### src/rtl/nco_clkgen_pkg.sv
// Shared types and helpers for the multi-channel NCO clock-enable generator.
package nco_clkgen_pkg;

  typedef enum logic {
    S_LOCKING = 1'b0,
    S_LOCKED  = 1'b1
  } state_t;

  // Index width for an n-entry range, never narrower than one bit.
  function automatic int clog2_min1(input int n);
    int r;
    r = 0;
    while ((1 << r) < n) r++;
    return (r < 1) ? 1 : r;
  endfunction

endpackage

### src/rtl/nco_clkgen_multi_if.sv
// Configuration bus for nco_clkgen_multi: shadow writes, commit, align, relock, error pulse.
interface nco_clkgen_multi_if #(
  parameter int NUM_CH = 4,
  parameter int ACC_W  = 32
) ();
  localparam int CH_W = nco_clkgen_pkg::clog2_min1(NUM_CH);

  logic             cfg_we;
  logic [CH_W-1:0]  cfg_ch;
  logic [ACC_W-1:0] cfg_inc;
  logic             cfg_update;
  logic             cfg_align;
  logic             cfg_relock;
  logic             cfg_err;

  modport master (
    output cfg_we, cfg_ch, cfg_inc, cfg_update, cfg_align, cfg_relock,
    input  cfg_err
  );

  modport slave (
    input  cfg_we, cfg_ch, cfg_inc, cfg_update, cfg_align, cfg_relock,
    output cfg_err
  );
endinterface

### src/rtl/nco_channel.sv
// One NCO channel: shadow/active increment pair, phase accumulator, registered clk_out and tick.
module nco_channel #(
  parameter int               ACC_W       = 32,
  parameter logic [ACC_W-1:0] DEFAULT_INC = '0
) (
  input  logic             clk,
  input  logic             rst,
  input  logic             wr_en,
  input  logic [ACC_W-1:0] wr_inc,
  input  logic             update,
  input  logic             active,
  input  logic             run,
  input  logic             relock,
  input  logic             align,
  output logic             clk_out,
  output logic             tick
);

  logic [ACC_W-1:0] acc;
  logic [ACC_W-1:0] act_inc;
  logic [ACC_W-1:0] shadow;
  logic [ACC_W:0]   sum;

  assign sum = {1'b0, acc} + {1'b0, act_inc};

  always_ff @(posedge clk) begin
    if (rst) begin
      // NOTE: the increment registers are reset too, because DEFAULT_INC is the
      // rate every channel must run at before software programs anything.
      acc     <= '0;
      act_inc <= DEFAULT_INC;
      shadow  <= DEFAULT_INC;
      clk_out <= 1'b0;
      tick    <= 1'b0;
    end else begin
      if (wr_en) shadow <= wr_inc;
      // NOTE: non-blocking assignment means a commit in the same cycle as a
      // write copies the old shadow; the new value waits for the next commit.
      if (update) act_inc <= shadow;

      if (relock) begin
        acc     <= '0;
        clk_out <= 1'b0;
        tick    <= 1'b0;
      end else if (!active) begin
        clk_out <= 1'b0;
        tick    <= 1'b0;
      end else if (align) begin
        acc     <= '0;
        clk_out <= 1'b0;
        tick    <= 1'b0;
      end else if (run) begin
        acc     <= sum[ACC_W-1:0];
        clk_out <= sum[ACC_W-1];
        tick    <= sum[ACC_W];
      end else begin
        // Disabled channel keeps its phase so it resumes where it stopped.
        clk_out <= 1'b0;
        tick    <= 1'b0;
      end
    end
  end

endmodule

### src/rtl/nco_clkgen_multi.sv
// Multi-channel programmable NCO clock-enable generator: lock FSM, config decode, channel array.
module nco_clkgen_multi
  import nco_clkgen_pkg::*;
#(
  parameter int               NUM_CH      = 4,
  parameter int               ACC_W       = 32,
  parameter int               LOCK_DELAY  = 64,
  parameter logic [ACC_W-1:0] DEFAULT_INC = ACC_W'(1082331758)
) (
  input  logic                clk,
  input  logic                rst,
  input  logic [NUM_CH-1:0]   ch_en,
  nco_clkgen_multi_if.slave   cfg,
  output logic                locked,
  output logic [NUM_CH-1:0]   clk_out,
  output logic [NUM_CH-1:0]   tick
);

  localparam int CH_W   = clog2_min1(NUM_CH);
  localparam int LCNT_W = clog2_min1(LOCK_DELAY);

  state_t            state;
  logic [LCNT_W-1:0] lock_cnt;
  logic              is_locked;
  logic              ch_valid;
  logic              relock_fire;
  logic              align_fire;

  assign is_locked   = (state == S_LOCKED);
  assign ch_valid    = ({1'b0, cfg.cfg_ch} < (CH_W + 1)'(NUM_CH));
  assign relock_fire = is_locked && cfg.cfg_relock;
  assign align_fire  = is_locked && cfg.cfg_align;

  always_ff @(posedge clk) begin
    if (rst) begin
      state       <= S_LOCKING;
      lock_cnt    <= '0;
      locked      <= 1'b0;
      cfg.cfg_err <= 1'b0;
    end else begin
      cfg.cfg_err <= cfg.cfg_we && !ch_valid;
      case (state)
        S_LOCKING: begin
          if (lock_cnt == LCNT_W'(LOCK_DELAY - 1)) begin
            state  <= S_LOCKED;
            locked <= 1'b1;
          end else begin
            lock_cnt <= lock_cnt + 1'b1;
          end
        end
        S_LOCKED: begin
          if (cfg.cfg_relock) begin
            state    <= S_LOCKING;
            lock_cnt <= '0;
            locked   <= 1'b0;
          end
        end
      endcase
    end
  end

  for (genvar i = 0; i < NUM_CH; i++) begin : g_ch
    nco_channel #(
      .ACC_W       (ACC_W),
      .DEFAULT_INC (DEFAULT_INC)
    ) u_ch (
      .clk     (clk),
      .rst     (rst),
      .wr_en   (cfg.cfg_we && (cfg.cfg_ch == CH_W'(i))),
      .wr_inc  (cfg.cfg_inc),
      .update  (cfg.cfg_update),
      .active  (is_locked),
      .run     (ch_en[i]),
      .relock  (relock_fire),
      .align   (align_fire),
      .clk_out (clk_out[i]),
      .tick    (tick[i])
    );
  end

endmodule

### src/flat_wrapper.sv
// flat-port wrapper written by rule: the top's interface ports become plain ports
module nco_clkgen_multi_flat import nco_clkgen_pkg::*;
#(
  parameter int               NUM_CH      = 4,
  parameter int               ACC_W       = 32,
  parameter int               LOCK_DELAY  = 64,
  parameter logic [ACC_W-1:0] DEFAULT_INC = ACC_W'(1082331758)
)
  (clk, rst, ch_en, locked, clk_out, tick, cfg_cfg_we, cfg_cfg_ch, cfg_cfg_inc, cfg_cfg_update, cfg_cfg_align, cfg_cfg_relock, cfg_cfg_err);
  nco_clkgen_multi_if #(.NUM_CH(NUM_CH), .ACC_W(ACC_W)) cfg_i ();
  input  logic clk;
  input  logic rst;
  input  logic [NUM_CH-1:0] ch_en;
  output logic locked;
  output logic [NUM_CH-1:0] clk_out;
  output logic [NUM_CH-1:0] tick;
  input wire logic [$bits(cfg_i.cfg_we)-1:0] cfg_cfg_we;
  input wire logic [$bits(cfg_i.cfg_ch)-1:0] cfg_cfg_ch;
  input wire logic [$bits(cfg_i.cfg_inc)-1:0] cfg_cfg_inc;
  input wire logic [$bits(cfg_i.cfg_update)-1:0] cfg_cfg_update;
  input wire logic [$bits(cfg_i.cfg_align)-1:0] cfg_cfg_align;
  input wire logic [$bits(cfg_i.cfg_relock)-1:0] cfg_cfg_relock;
  output wire logic [$bits(cfg_i.cfg_err)-1:0] cfg_cfg_err;
  assign cfg_i.cfg_we = cfg_cfg_we;
  assign cfg_i.cfg_ch = cfg_cfg_ch;
  assign cfg_i.cfg_inc = cfg_cfg_inc;
  assign cfg_i.cfg_update = cfg_cfg_update;
  assign cfg_i.cfg_align = cfg_cfg_align;
  assign cfg_i.cfg_relock = cfg_cfg_relock;
  assign cfg_cfg_err = cfg_i.cfg_err;
  nco_clkgen_multi #(.NUM_CH(NUM_CH), .ACC_W(ACC_W), .LOCK_DELAY(LOCK_DELAY), .DEFAULT_INC(DEFAULT_INC)) u_core (.clk(clk), .rst(rst), .ch_en(ch_en), .cfg(cfg_i), .locked(locked), .clk_out(clk_out), .tick(tick));
endmodule
### config.mk
export PLATFORM = sky130hd
export DESIGN_NAME = nco_clkgen_multi_flat
export DESIGN_NICKNAME = d
export VERILOG_FILES = /design/src/rtl/nco_clkgen_pkg.sv /design/src/rtl/nco_clkgen_multi_if.sv /design/src/rtl/nco_channel.sv /design/src/rtl/nco_clkgen_multi.sv /design/src/flat_wrapper.sv
export SDC_FILE = /design/constraint.sdc
export NUM_CORES = 1
export LEC_CHECK = 0
export ABC_AREA = 1
export BUFFER_PORTS_ARGS = -buffer_cell sky130_fd_sc_hd__buf_2
export CAP_MARGIN = 10
export CORE_MARGIN = 4
export CORE_UTILIZATION = 38
export DETAILED_ROUTE_END_ITERATION = 10
export REMOVE_ABC_BUFFERS = 1
export SETUP_SLACK_MARGIN = 0.5
export SYNTH_ARGS = -nofsm -noshare
export SYNTH_HDL_FRONTEND = slang
export SYNTH_HIERARCHICAL = 1
export SYNTH_SLANG_ARGS = --single-unit
export TNS_END_PERCENT = 100
### constraint.sdc
create_clock -name clk -period 3.4 [get_ports clk]
set_input_delay 0 -clock clk [delete_from_list [all_inputs] [get_ports clk]]
set_output_delay 0 -clock clk [all_outputs]
set_load 0.03 [all_outputs]
After elaboration in Yosys (flattened, before gate mapping)
Index checks and enable logic that the tools add are counted.

storage, ports and cells
  register bits after elaboration = 400
  bits in latches = 0
  memory bits (writable) = 0
  ROM bits = 0
  logic and storage cells = 79
  memories = 0

cells by class
  add/sub/neg operators = 5
  $mul = 0
  div/mod/pow operators = 0
  magnitude comparators = 0
  eq/ne operators = 7
  shifts and indexed selects = 0
  muxes and demuxes = 17
  bitwise logic cells = 5
  reductions and logical operators = 22

operator list
  cell                                                              number
  32-bit two-way mux                                                8
  32-bit by 32-bit adder with 33-bit output                         4
  5-bit OR reduction                                                4
  6-bit two-way mux                                                 2
  6-bit case mux with 2 select lines                                1
  2-bit AND reduction                                               6
  2-bit nonzero test                                                4
  6-bit by 1-bit adder with 6-bit output (second input constant)    1
  6-bit == test (second input constant)                             1
  1-bit logical AND                                                 6
  1-bit NOT                                                         5
  2-bit == test (second input constant)                             2
  1-bit two-way mux                                                 4
  2-bit != test (second input constant)                             2
  1-bit case mux with 2 select lines                                2
  2-bit by 1-bit == test with 1-bit output (second input constant)  1
  2-bit zero test                                                   1
  2-bit by 1-bit != test with 1-bit output (second input constant)  1
  2-bit OR reduction                                                1

Longest topological paths before layout
  depth in word-level cells = 3
  depth in mapped cells = 13
  mapped depth without buffers = 13

By module
Netlist, hierarchy kept.

by module, submodules not included
  module                                 times used  cells each  area each (um^2)  sequential area each (um^2)
  nco_channel (u_core.g_ch[2].u_ch ...)  2           888         5677.9            1961.9
  nco_channel (u_core.g_ch[0].u_ch ...)  2           890         5676.7            1961.9
  nco_clkgen_multi                       1           79          491.7             160.2

Worst setup path before layout
No wires, ideal clock.

  kind = reg-to-reg
  from = register u_core.g_ch[2].u_ch.acc[0]
  to = register u_core.g_ch[2].u_ch.acc[24]
  setup time = 0.113 ns
  arrival = 1.753 ns
  required time = 3.287 ns
  setup slack = 1.534 ns
  stages on the path, launching flop included = 14
  path buffers = 0
  period minus slack after synthesis = 1.866 ns
  cells stage by stage = dfxtp_1 > ha_1 > inv_1 > fa_1 > inv_1 > nand3_1 > nand3_1 > nand3_1 > nand3_1 > nand3_1 > nand3_1 > nand2_1 > nand3_1 > nand2_1

on the way
  longest elaborated chain between the ends = 3

ends and longest elaborated chain
  item                                       line               RTL
  start, declared                            nco_channel.sv:19  logic [ACC_W-1:0] acc;
  start signal, assigned                     nco_channel.sv:53  acc <= sum[ACC_W-1:0];
  32-bit by 32-bit adder with 33-bit output  nco_channel.sv:24  assign sum = {1'b0, acc} + {1'b0, act_inc};
  32-bit two-way mux                         nco_channel.sv:52  end else if (run) begin
  32-bit two-way mux                         nco_channel.sv:48  end else if (align) begin

Every way passes these cells. The select of a mux whose other input is x is not followed.
A chain may end at the register's enable or synchronous reset.

Final worst setup path
  from = register u_core.state (netlist: u_core/is_locked)
  to = register u_core.g_ch[0].u_ch.acc[19]

RTL lines
  item                          line                    RTL
  start, declared               nco_clkgen_multi.sv:22  state_t state;
  start signal, assigned        nco_clkgen_multi.sv:36  state <= S_LOCKING;
  start signal, assigned        nco_clkgen_multi.sv:45  state <= S_LOCKED;
  start signal, assigned        nco_clkgen_multi.sv:53  state <= S_LOCKING;
  1-bit logical AND             nco_clkgen_multi.sv:31  assign relock_fire = is_locked && cfg.cfg_relock;
  named net u_core.relock_fire  nco_clkgen_multi.sv:26  logic relock_fire;
  2-bit OR reduction (no line)  n/a
  end signal, assigned          nco_channel.sv:53
  end, declared                 nco_channel.sv:19

The timed path passes the listed nets, and every way through them passes these cells.

==> impl_metrics.yaml <==
route:
  vias: 22113
  vias_per_cell: 4.898
  drt_first_pass_iters: 6
  drtIter0Drc: 1693
  drc: 0
  routed_wl_um: 69580
  wl_per_cell_um: 15.41
  ant_nets: 0
logic_synthesis:
  synth-seq-cells: 400
  ys_warn_count: 6
  synth_top_cell_by_area: "dfxtp_1"
  yosysSeqAreaShare_pct: 34.51
  ys_types: 38
  syn_area_um2: 23200
  synth_top_area_share_pct: 34.51
  synth_area_per_cell_um2: 6.383
  synth_area_leaders: "dfxtp_1 35%, nand2_1 18%, nor2_1 8.5%"
  netlist_instances: 3635
final_layout:
  final_common_cell: "nand2_1"
  fin_util_pct: 43.37
  antenna_cells: 0
  fin_area_um2: 26180
  drive_gt1_share_pct: 9.054
  syn2layout_area_growth_pct: 12.83
  fill_cells: 6521
  layout_common_cells: "1087 x nand2_1, 528 x nor2_1, 414 x inv_1"
  multi_input_area_um2: 13210
  regArea_um2: 8008
  finalNonFillerCells: 4515
  nNetsFinal: 3875
clocking:
  cts_setup_buffers: 0
  clockBufferDepth: 3
  path_clk_slew_ps: 60
  cts.sink_count: 400
  root_buffer: "clkbuf_16"
  insertion_delay_ps: 590
  cts_inserted_buffers: 46
  htreeDepth: 2
  cts_tree: "built"
power_and_ir_drop:
  leakage_nw: 13.29
  powerDensity_nw_per_um2: 419.7
  irDropWorstVdd_mv: 0.3849
  power.total_mw: 10.99
worst_setup_path:
  crit_path_cell_trace: "nand2_1, inv_1, nor2_1, inv_1, buf_4, nor2_8, inv_1, a21oi_1, o21ai_0, nand2_1"
  slowest_delay_ps: 460
  crit_top_cell: "inv_1"
  worstPathMaxFanout: 13
  critPathKind: "flop to flop"
  worst_path_max_delay_cell: "dfxtp_1"
  worst-endpoint-arrival_ps: 2820
  crit_buf_inv: 4
  crit_required_ps: 3860
  endpoint_kind: "flop"
  cp_top_family: "buffers and inverters"
  start_kind: "flop"
sta:
  fin_skew_ps: 19.31
  finalCriticalPeriod_ps: 2354
  setup-tns-final_ps: 0
  hold_slack_ps: 24.37
  slew_violations: 0
  maxSlewHeadroom_pct: 23.63
  max_freq_mhz: 424.9
  period_share_pct: 69.23
  fin_ws_ps: 1046
  worstMarginPinSlew_ps: 1144
  hold_viol: 0
  rsz0062_at_grt: "no"
  setup_violations: 0
placement:
  place.gp.congestion: 0.9138
  hpwl_um: 51270
  io_buffers: 52
  placed_cells: 4395
  dp_slack_ps: 1125
  place_area_um2: 24240
die:
  start_util_pct: 38.44
  io_pins: 54
  num_rows: 90
  core_area_um2: 60360
  die_x_um: 255.1
  dieArea_um2: 65070
  die_h_um: 255.1
global_routing:
  grt_start_max_net_pins: 64
  grt-ovfl-total: 0
  grt_pass1_vias: 20507
  grt_pass1_wl_um: 110800
  antenna_found_initial: 0
  grtUsageTotal_pct: 21.22
flow_run:
  drv_cap: 0
min_path:
  min_path_type: "input pin to flop"
status:
  status: "finished clean"
cell usage after synthesis, drive strengths merged:
cell type	count
nand2	1152
nor2	568
inv	432
dfxtp	400
nand3	287
o21ai	247
a21oi	206
ha	129
clkbuf	88
nor3	34
nand4	21
or2	17
nand3b	10
o21bai	6
buf	5
a21o	4
a221oi	4
a32o	4
clkinv	4
fa	4
o32ai	4
xor2	4
and2	2
o211ai	2
conb	1
where the power goes:
part           internal (mW)  switching (mW)
Clock                   3.03            2.09
Sequential              4.86           0.108
Combinational          0.283           0.618
Total                   8.17            2.81
worst paths after layout:
| path | startpoint | endpoint | depth (start not counted) | slack [ps] |
|---|---|---|---|---|
| setup / recovery | u_core/is_locked | u_core/g_ch[0].u_ch/acc[19] | 10 | 1050 |
| hold / removal | ch_en[0] | u_core/g_ch[0].u_ch/acc[1] | 4 | 20 |
| setup reg to reg | u_core/is_locked | u_core/g_ch[0].u_ch/acc[19] | 10 | 1050 |
| hold reg to reg | u_core/g_ch[0].u_ch/shadow[16] | u_core/g_ch[0].u_ch/shadow[16] | 2 | 450 |
cells by family (layout without fill, tap and decap cells):
logic type / count (synthesis) / after routing / synth area share [%]
flops: 400 / 400 / 34.51
compound gates: 477 / 477 / 10.83
xor+xnor: 4 / 4 / 0.1510
buf+inv: 529 / 627 / 8.618
fa+ha+maj: 133 / 133 / 7.302
other cells: 1 / 1 / 0.01616
simple gates: 2091 / 2091 / 38.57
flip-flops by register name, indices dropped and copies added (netlist names):
| signal | cells |
|---|---|
| u_core/is_locked | 1 |
| u_core/g_ch.u_ch/clk_out | 4 |
| u_core/g_ch.u_ch/acc | 128 |
| u_core/g_ch.u_ch/shadow | 128 |
| u_core/locked | 1 |
| u_core/g_ch.u_ch/act_inc | 128 |
| u_core/g_ch.u_ch/tick | 4 |
| u_core/lock_cnt | 6 |
worst reg2reg max path, delay by kind of cell (launching register included):
family | cells | cell delay (ps)
buffers and inverters | 4 | 1170
AND/OR/NAND/NOR | 4 | 460
AO/OA/AOI/OAI | 2 | 130
flip-flops | 1 | 460
final cells by class:
cell class,instances,share of cell area (%)
timing repair buffer,108,2.963
sequential,400,30.59
clock inverter,17,0.7552
tap,782,3.738
inverter,436,6.252
multi-input combinational,2706,50.48
clock buffer,66,5.224
per-layer routing:
layer	GRT usage [%]	vias to the layer above	wire length, µm
met1	30.14	9908	34110
met2	33.26	463	29920
met5	0	-	0
met4	6.407	0	2081
li1	-	11643	-
met3	3.496	99	3471
what timing repair did:
item | CTS | global route
hold buffers | 37 | 0
endpoints found under the hold margin | 168 | 0
gates resized for setup | 0 | 0
No activity file was read; power rests on OpenSTA's default activity.
